File: src/rtl/reg_file_pkg.sv
// rtl/reg_file_pkg.sv - shared types, default sizes and address-width helper for the register file
package reg_file_pkg;

    typedef enum logic {
        ST_IDLE  = 1'b0,
        ST_CLEAR = 1'b1
    } clear_state_e;

    localparam int DEF_WIDTH = 64;
    localparam int DEF_DEPTH = 32;

    function automatic int addr_width(input int depth);
        return (depth < 2) ? 1 : $clog2(depth);
    endfunction

endpackage

File: src/rtl/reg_file_clear_fsm.sv
// rtl/reg_file_clear_fsm.sv - clear engine: walks every entry once after reset or on request
module reg_file_clear_fsm
    import reg_file_pkg::*;
#(
    parameter int DEPTH = DEF_DEPTH,
    localparam int AW = addr_width(DEPTH)
) (
    input  logic          i_clk,
    input  logic          i_rst,
    input  logic          i_clear_req,
    output logic          o_busy,
    output logic          o_done,
    output logic [AW-1:0] o_clr_addr,
    output logic          o_clr_en
);

    localparam logic [AW-1:0] LAST_IDX = AW'(DEPTH - 1);

    clear_state_e  r_state;
    logic [AW-1:0] r_idx;

    // Reset restarts the sweep from entry 0 even if a clear is already running.
    always_ff @(posedge i_clk) begin
        if (i_rst) begin
            r_state <= ST_CLEAR;
            r_idx   <= '0;
        end else begin
            case (r_state)
                ST_IDLE: begin
                    if (i_clear_req) begin
                        r_state <= ST_CLEAR;
                        r_idx   <= '0;
                    end
                end
                ST_CLEAR: begin
                    if (r_idx == LAST_IDX) begin
                        r_state <= ST_IDLE;
                        r_idx   <= '0;
                    end else begin
                        r_idx <= r_idx + AW'(1);
                    end
                end
                default: begin
                    r_state <= ST_CLEAR;
                    r_idx   <= '0;
                end
            endcase
        end
    end

    assign o_busy     = (r_state == ST_CLEAR);
    assign o_done     = o_busy && (r_idx == LAST_IDX);
    assign o_clr_en   = o_busy;
    assign o_clr_addr = r_idx;

endmodule

File: src/rtl/reg_file_ctl.sv
// rtl/reg_file_ctl.sv - 2R/1W register file with clear engine; REG_FILE_BYPASS_EN enables write-to-read forwarding
module reg_file_ctl
    import reg_file_pkg::*;
#(
    parameter int WIDTH    = DEF_WIDTH,
    parameter int DEPTH    = DEF_DEPTH,
    parameter int ZERO_REG = 1,
    localparam int AW = addr_width(DEPTH)
) (
    input  logic             CLK,
    input  logic             RST,
    input  logic [AW-1:0]    READ_REG_A,
    input  logic [AW-1:0]    READ_REG_B,
    input  logic [AW-1:0]    WRITE_REG,
    input  logic [WIDTH-1:0] WRITE_DATA,
    input  logic             REG_WRITE_ENABLE,
    input  logic             CLEAR_REQ,
    output logic [WIDTH-1:0] DATA_OUT_A,
    output logic [WIDTH-1:0] DATA_OUT_B,
    output logic             CLEAR_BUSY,
    output logic             CLEAR_DONE
);

    logic [WIDTH-1:0] r_mem [DEPTH];

    logic          w_busy;
    logic          w_done;
    logic [AW-1:0] w_clr_addr;
    logic          w_clr_en;
    logic          w_wr_legal;
    logic          w_zero_a;
    logic          w_zero_b;
    logic [WIDTH-1:0] w_rd_a;
    logic [WIDTH-1:0] w_rd_b;

    reg_file_clear_fsm #(
        .DEPTH (DEPTH)
    ) u_clear_fsm (
        .i_clk       (CLK),
        .i_rst       (RST),
        .i_clear_req (CLEAR_REQ),
        .o_busy      (w_busy),
        .o_done      (w_done),
        .o_clr_addr  (w_clr_addr),
        .o_clr_en    (w_clr_en)
    );

    assign w_wr_legal = REG_WRITE_ENABLE && !w_busy
                        && !((ZERO_REG != 0) && (WRITE_REG == '0));

    always_ff @(posedge CLK) begin
        if (w_clr_en) begin
            r_mem[w_clr_addr] <= '0;
        end else if (w_wr_legal) begin
            r_mem[WRITE_REG] <= WRITE_DATA;
        end
    end

    assign w_zero_a = (ZERO_REG != 0) && (READ_REG_A == '0);
    assign w_zero_b = (ZERO_REG != 0) && (READ_REG_B == '0);

`ifdef REG_FILE_BYPASS_EN
    assign w_rd_a = (w_wr_legal && (WRITE_REG == READ_REG_A)) ? WRITE_DATA : r_mem[READ_REG_A];
    assign w_rd_b = (w_wr_legal && (WRITE_REG == READ_REG_B)) ? WRITE_DATA : r_mem[READ_REG_B];
`else
    assign w_rd_a = r_mem[READ_REG_A];
    assign w_rd_b = r_mem[READ_REG_B];
`endif

    // Busy masking keeps half-cleared contents off the ALU operand buses.
    always_comb begin
        DATA_OUT_A = '0;
        DATA_OUT_B = '0;
        if (!w_busy && !w_zero_a) DATA_OUT_A = w_rd_a;
        if (!w_busy && !w_zero_b) DATA_OUT_B = w_rd_b;
    end

    assign CLEAR_BUSY = w_busy;
    assign CLEAR_DONE = w_done;

endmodule

File: config.mk
export PLATFORM = sky130hd
export DESIGN_NAME = reg_file_ctl
export DESIGN_NICKNAME = d
export VERILOG_FILES = /design/src/rtl/reg_file_pkg.sv /design/src/rtl/reg_file_clear_fsm.sv /design/src/rtl/reg_file_ctl.sv
export SDC_FILE = /design/constraint.sdc
export NUM_CORES = 2
export LEC_CHECK = 0
export BUFFER_PORTS_ARGS = -buffer_cell sky130_fd_sc_hd__buf_2
export CAP_MARGIN = 15
export CORE_ASPECT_RATIO = 1.25
export CORE_MARGIN = 5
export CORE_UTILIZATION = 25
export CTS_CLUSTER_SIZE = 8
export DETAILED_ROUTE_END_ITERATION = 7
export PLACE_DENSITY = 0.42
export SLEW_MARGIN = 30
export SYNTH_ARGS = -nofsm -noshare
export SYNTH_HDL_FRONTEND = slang
export SYNTH_SLANG_ARGS = --single-unit
File: constraint.sdc
create_clock -name CLK -period 21.8 [get_ports CLK]
set_input_delay 4.36 -clock CLK [delete_from_list [all_inputs] [get_ports CLK]]
set_output_delay 4.36 -clock CLK [all_outputs]
set_load 0.02 [all_outputs]
==> results.py <==
metrics = {
    "critical_path": {
        "critical_path.cell_chain": "buf_8 > buf_12 > buf_4 > buf_4 > mux4_2 > a22o_1 > a31oi_1 > nand4_1 > buf_2",
        "cp_slowest_cell": "buf_4",
        "critPathKind": "in2out",
        "crit_path_start_kind": "primary input",
        "crit_arrival_ns": 9.00,
        "crit_path_frequent_cell": "buf_4",
        "crit_path_max_fanout": 101,
        "end_kind": "primary output",
        "max_stage_delay_ns": 0.89,
        "worst_ep_required_time_ns": 17.44,
    },
    "grt": {
        "grt_usage_pct": 18.4,
        "grt_pass1_wl_um": 498000,
        "antenna_found_initial": 38,
        "grt_max_degree": 102,
        "grt_overflow_total": 0,
        "grt_pass1_vias": 58150,
    },
    "synth": {
        "netlist.area_leader.share_pct": 65.5,
        "netlist_instances": 4953,
        "avgSynthCellArea_um2": 19.0,
        "synthFlopType": "edfxtp_1",
        "synth-seq-area-share_pct": 65.6,
        "syn_nets": 5038,
        "yosys-top-cells-area": "edfxtp_1 (66%), mux4_2 (18%), mux2i_1 (5.5%)",
        "synth_common_cells": "edfxtp_1 (2,048), mux4_2 (768), mux2i_1 (512)",
        "ys_ff_latch": 2054,
        "ys_async_sr_fraction_pct": 0,
        "synth_most_common_cell": "edfxtp_1",
        "yosysWarnings": 0,
        "synth-edff-count": 2048,
        "synth.distinct_cells": 44,
        "yosys.area.top_type": "edfxtp_1",
        "synthesis.area_um2": 93900,
    },
    "drt": {
        "detail_route.wirelength_um": 367000,
        "wl_per_cell_um": 35.9,
        "postRouteAntennaNets": 0,
        "vias_per_cell": 5.41,
        "drtPass1Iterations": 6,
        "remaining_drc_errors": 0,
        "num_vias": 55212,
        "drt_iter0_markers": 4838,
    },
    "layout": {
        "finish.instance_area_um2": 109000,
        "fillerInstances": 36569,
        "fin_cells": 10214,
        "final_layout_size_suffix_gt1_share_pct": 30.4,
        "final_net_count": 5327,
        "syn_to_final_growth_pct": 16.4,
    },
    "floorplan": {
        "core_area_um2": 374000,
        "die-height_um": 695,
        "die_w_um": 558,
        "initial_core_util_pct": 25.1,
        "row_count": 251,
        "dieArea_um2": 388000,
        "ios": 213,
    },
    "timing": {
        "finalHoldViolations": 0,
        "relSlewSlack_pct": 28.4,
        "fin_crit_ns": 13.36,
        "rsz0062_at_grt": "false",
        "fin_ws_ns": 8.44,
        "fin_crit_sh_pct": 61.3,
        "clock_skew_ns": 0.0351,
        "setup_violations": 0,
        "maxSlewViolCount": 0,
        "worst_pin_slew_ns": 1.07,
        "setup_tns_ns": 0,
        "maxClockFrequency_mhz": 74.9,
    },
    "placement": {
        "numPortBuffers": 212,
        "gp_congestion": 0.734,
        "place_hpwl_um": 198000,
        "placedCellCount": 9870,
        "placed_area_um2": 101000,
        "place_ws_ns": 8.47,
    },
    "power": {
        "ir_drop_v": 0.0000511,
        "leakage_nw": 34.9,
        "p_per_area_nw_per_um2": 82.5,
    },
    "cts": {
        "postCtsResizedCells": 0,
        "hold_buffers": 0,
        "clockBufferDepth": 4,
        "clkTransAtPathRegs_ns": 0.05,
        "root_buffer": "clkbuf_16",
        "cts_tree": "done",
        "cts_buffers": 300,
        "post_cts_buffers": 0,
        "clkLatencyLatePin_ns": 0.84,
        "h-tree-depth": 5,
        "cts_num_sinks": 2054,
    },
    "hold_path": {
        "hp-class": "reg2reg",
    },
    "flow_run": {
        "maxCapViolations": 0,
    },
    "run_status": {
        "status": "complete, no violations",
    },
}
## layer usage
metal / part of all wire, % / global-route usage (%)
met1: 40 / 23.5
met2: 51 / 32.7
met3: 5.4 / 2.61
met4: 2.7 / 4.73
met5: 0.0084 / 0
## worst paths after layout
path	startpoint	slack, ns	cells past startpoint	end
worst min-delay path	u_clear_fsm.o_clr_addr[0]	0.62	2	u_clear_fsm.o_clr_addr[0]
worst max register to register	u_clear_fsm.o_busy	16.91	7	r_mem[12][28]
worst max-delay path	READ_REG_A[1]	8.44	9	DATA_OUT_A[37]
worst min register to register	u_clear_fsm.o_clr_addr[0]	0.62	2	u_clear_fsm.o_clr_addr[0]
## critical path, delay by kind of cell
kind,cells,cell delay (ns)
AOI/OAI and AO/OA,2,0.43
buffers and inverters,5,3.10
muxes,1,0.42
and+or+nand+nor,1,0.33
## area by class of cell
cell class / count / area (um^2) / area share, %
inverters: 6 / 22.5 / 0.0206
diodes: 10 / 25.0 / 0.0229
clock inverters: 10 / 119 / 0.109
well taps: 4933 / 6170 / 5.65
clock buffers: 321 / 7820 / 7.15
multi-input cells: 2489 / 30700 / 28.1
repair buffers: 391 / 2790 / 2.55
flip-flops and latches: 2054 / 61600 / 56.4
## where the power goes
group          switching, W  internal [W]  leakage [nW]
sequential        0.0000164       0.00433          18.9
clock               0.00167       0.00251          3.90
combinational      0.000287      0.000196          12.1
total               0.00198       0.00704          34.9
## through the flow
stage / utilization (%) / hold WS (ns) / power, W
after floorplan: - / 0.500 / 0.00474
after global placement: 27.0 / 0.576 / 0.00491
after detailed placement: 27.1 / 0.598 / 0.00492
after CTS: 29.2 / 0.610 / 0.00912
final: 29.2 / 0.621 / 0.00902
after global routing: 29.2 / 0.649 / 0.00929
## cells by family after synthesis
group | Yosys count | share of synthesized area, %
simple gates | 541 | 3.04
compound gates | 666 | 5.30
buf+inv | 410 | 2.12
fa+ha+maj | 2 | 0.0266
flops | 2054 | 65.6
mux | 1280 | 23.9
## flip-flops by register name, summed over array words and instances, names as in the netlist
register and flops:
u_clear_fsm.o_clr_addr 5, u_clear_fsm.o_busy 1, r_mem 2048
## cell usage in the layout, fill, tap and decap left out, types with 128 or more instances in the layout
cell	instances
mux4_2	768
edfxtp_1	2048
buf_2	209
nand3_1	128
a31oi_1	132
mux2i_1	512
nand4_1	129
buf_4	142
nand2_1	129
a22oi_1	385
clkbuf_16	311
a22o_1	128
Power figures use the tool's default switching activity.
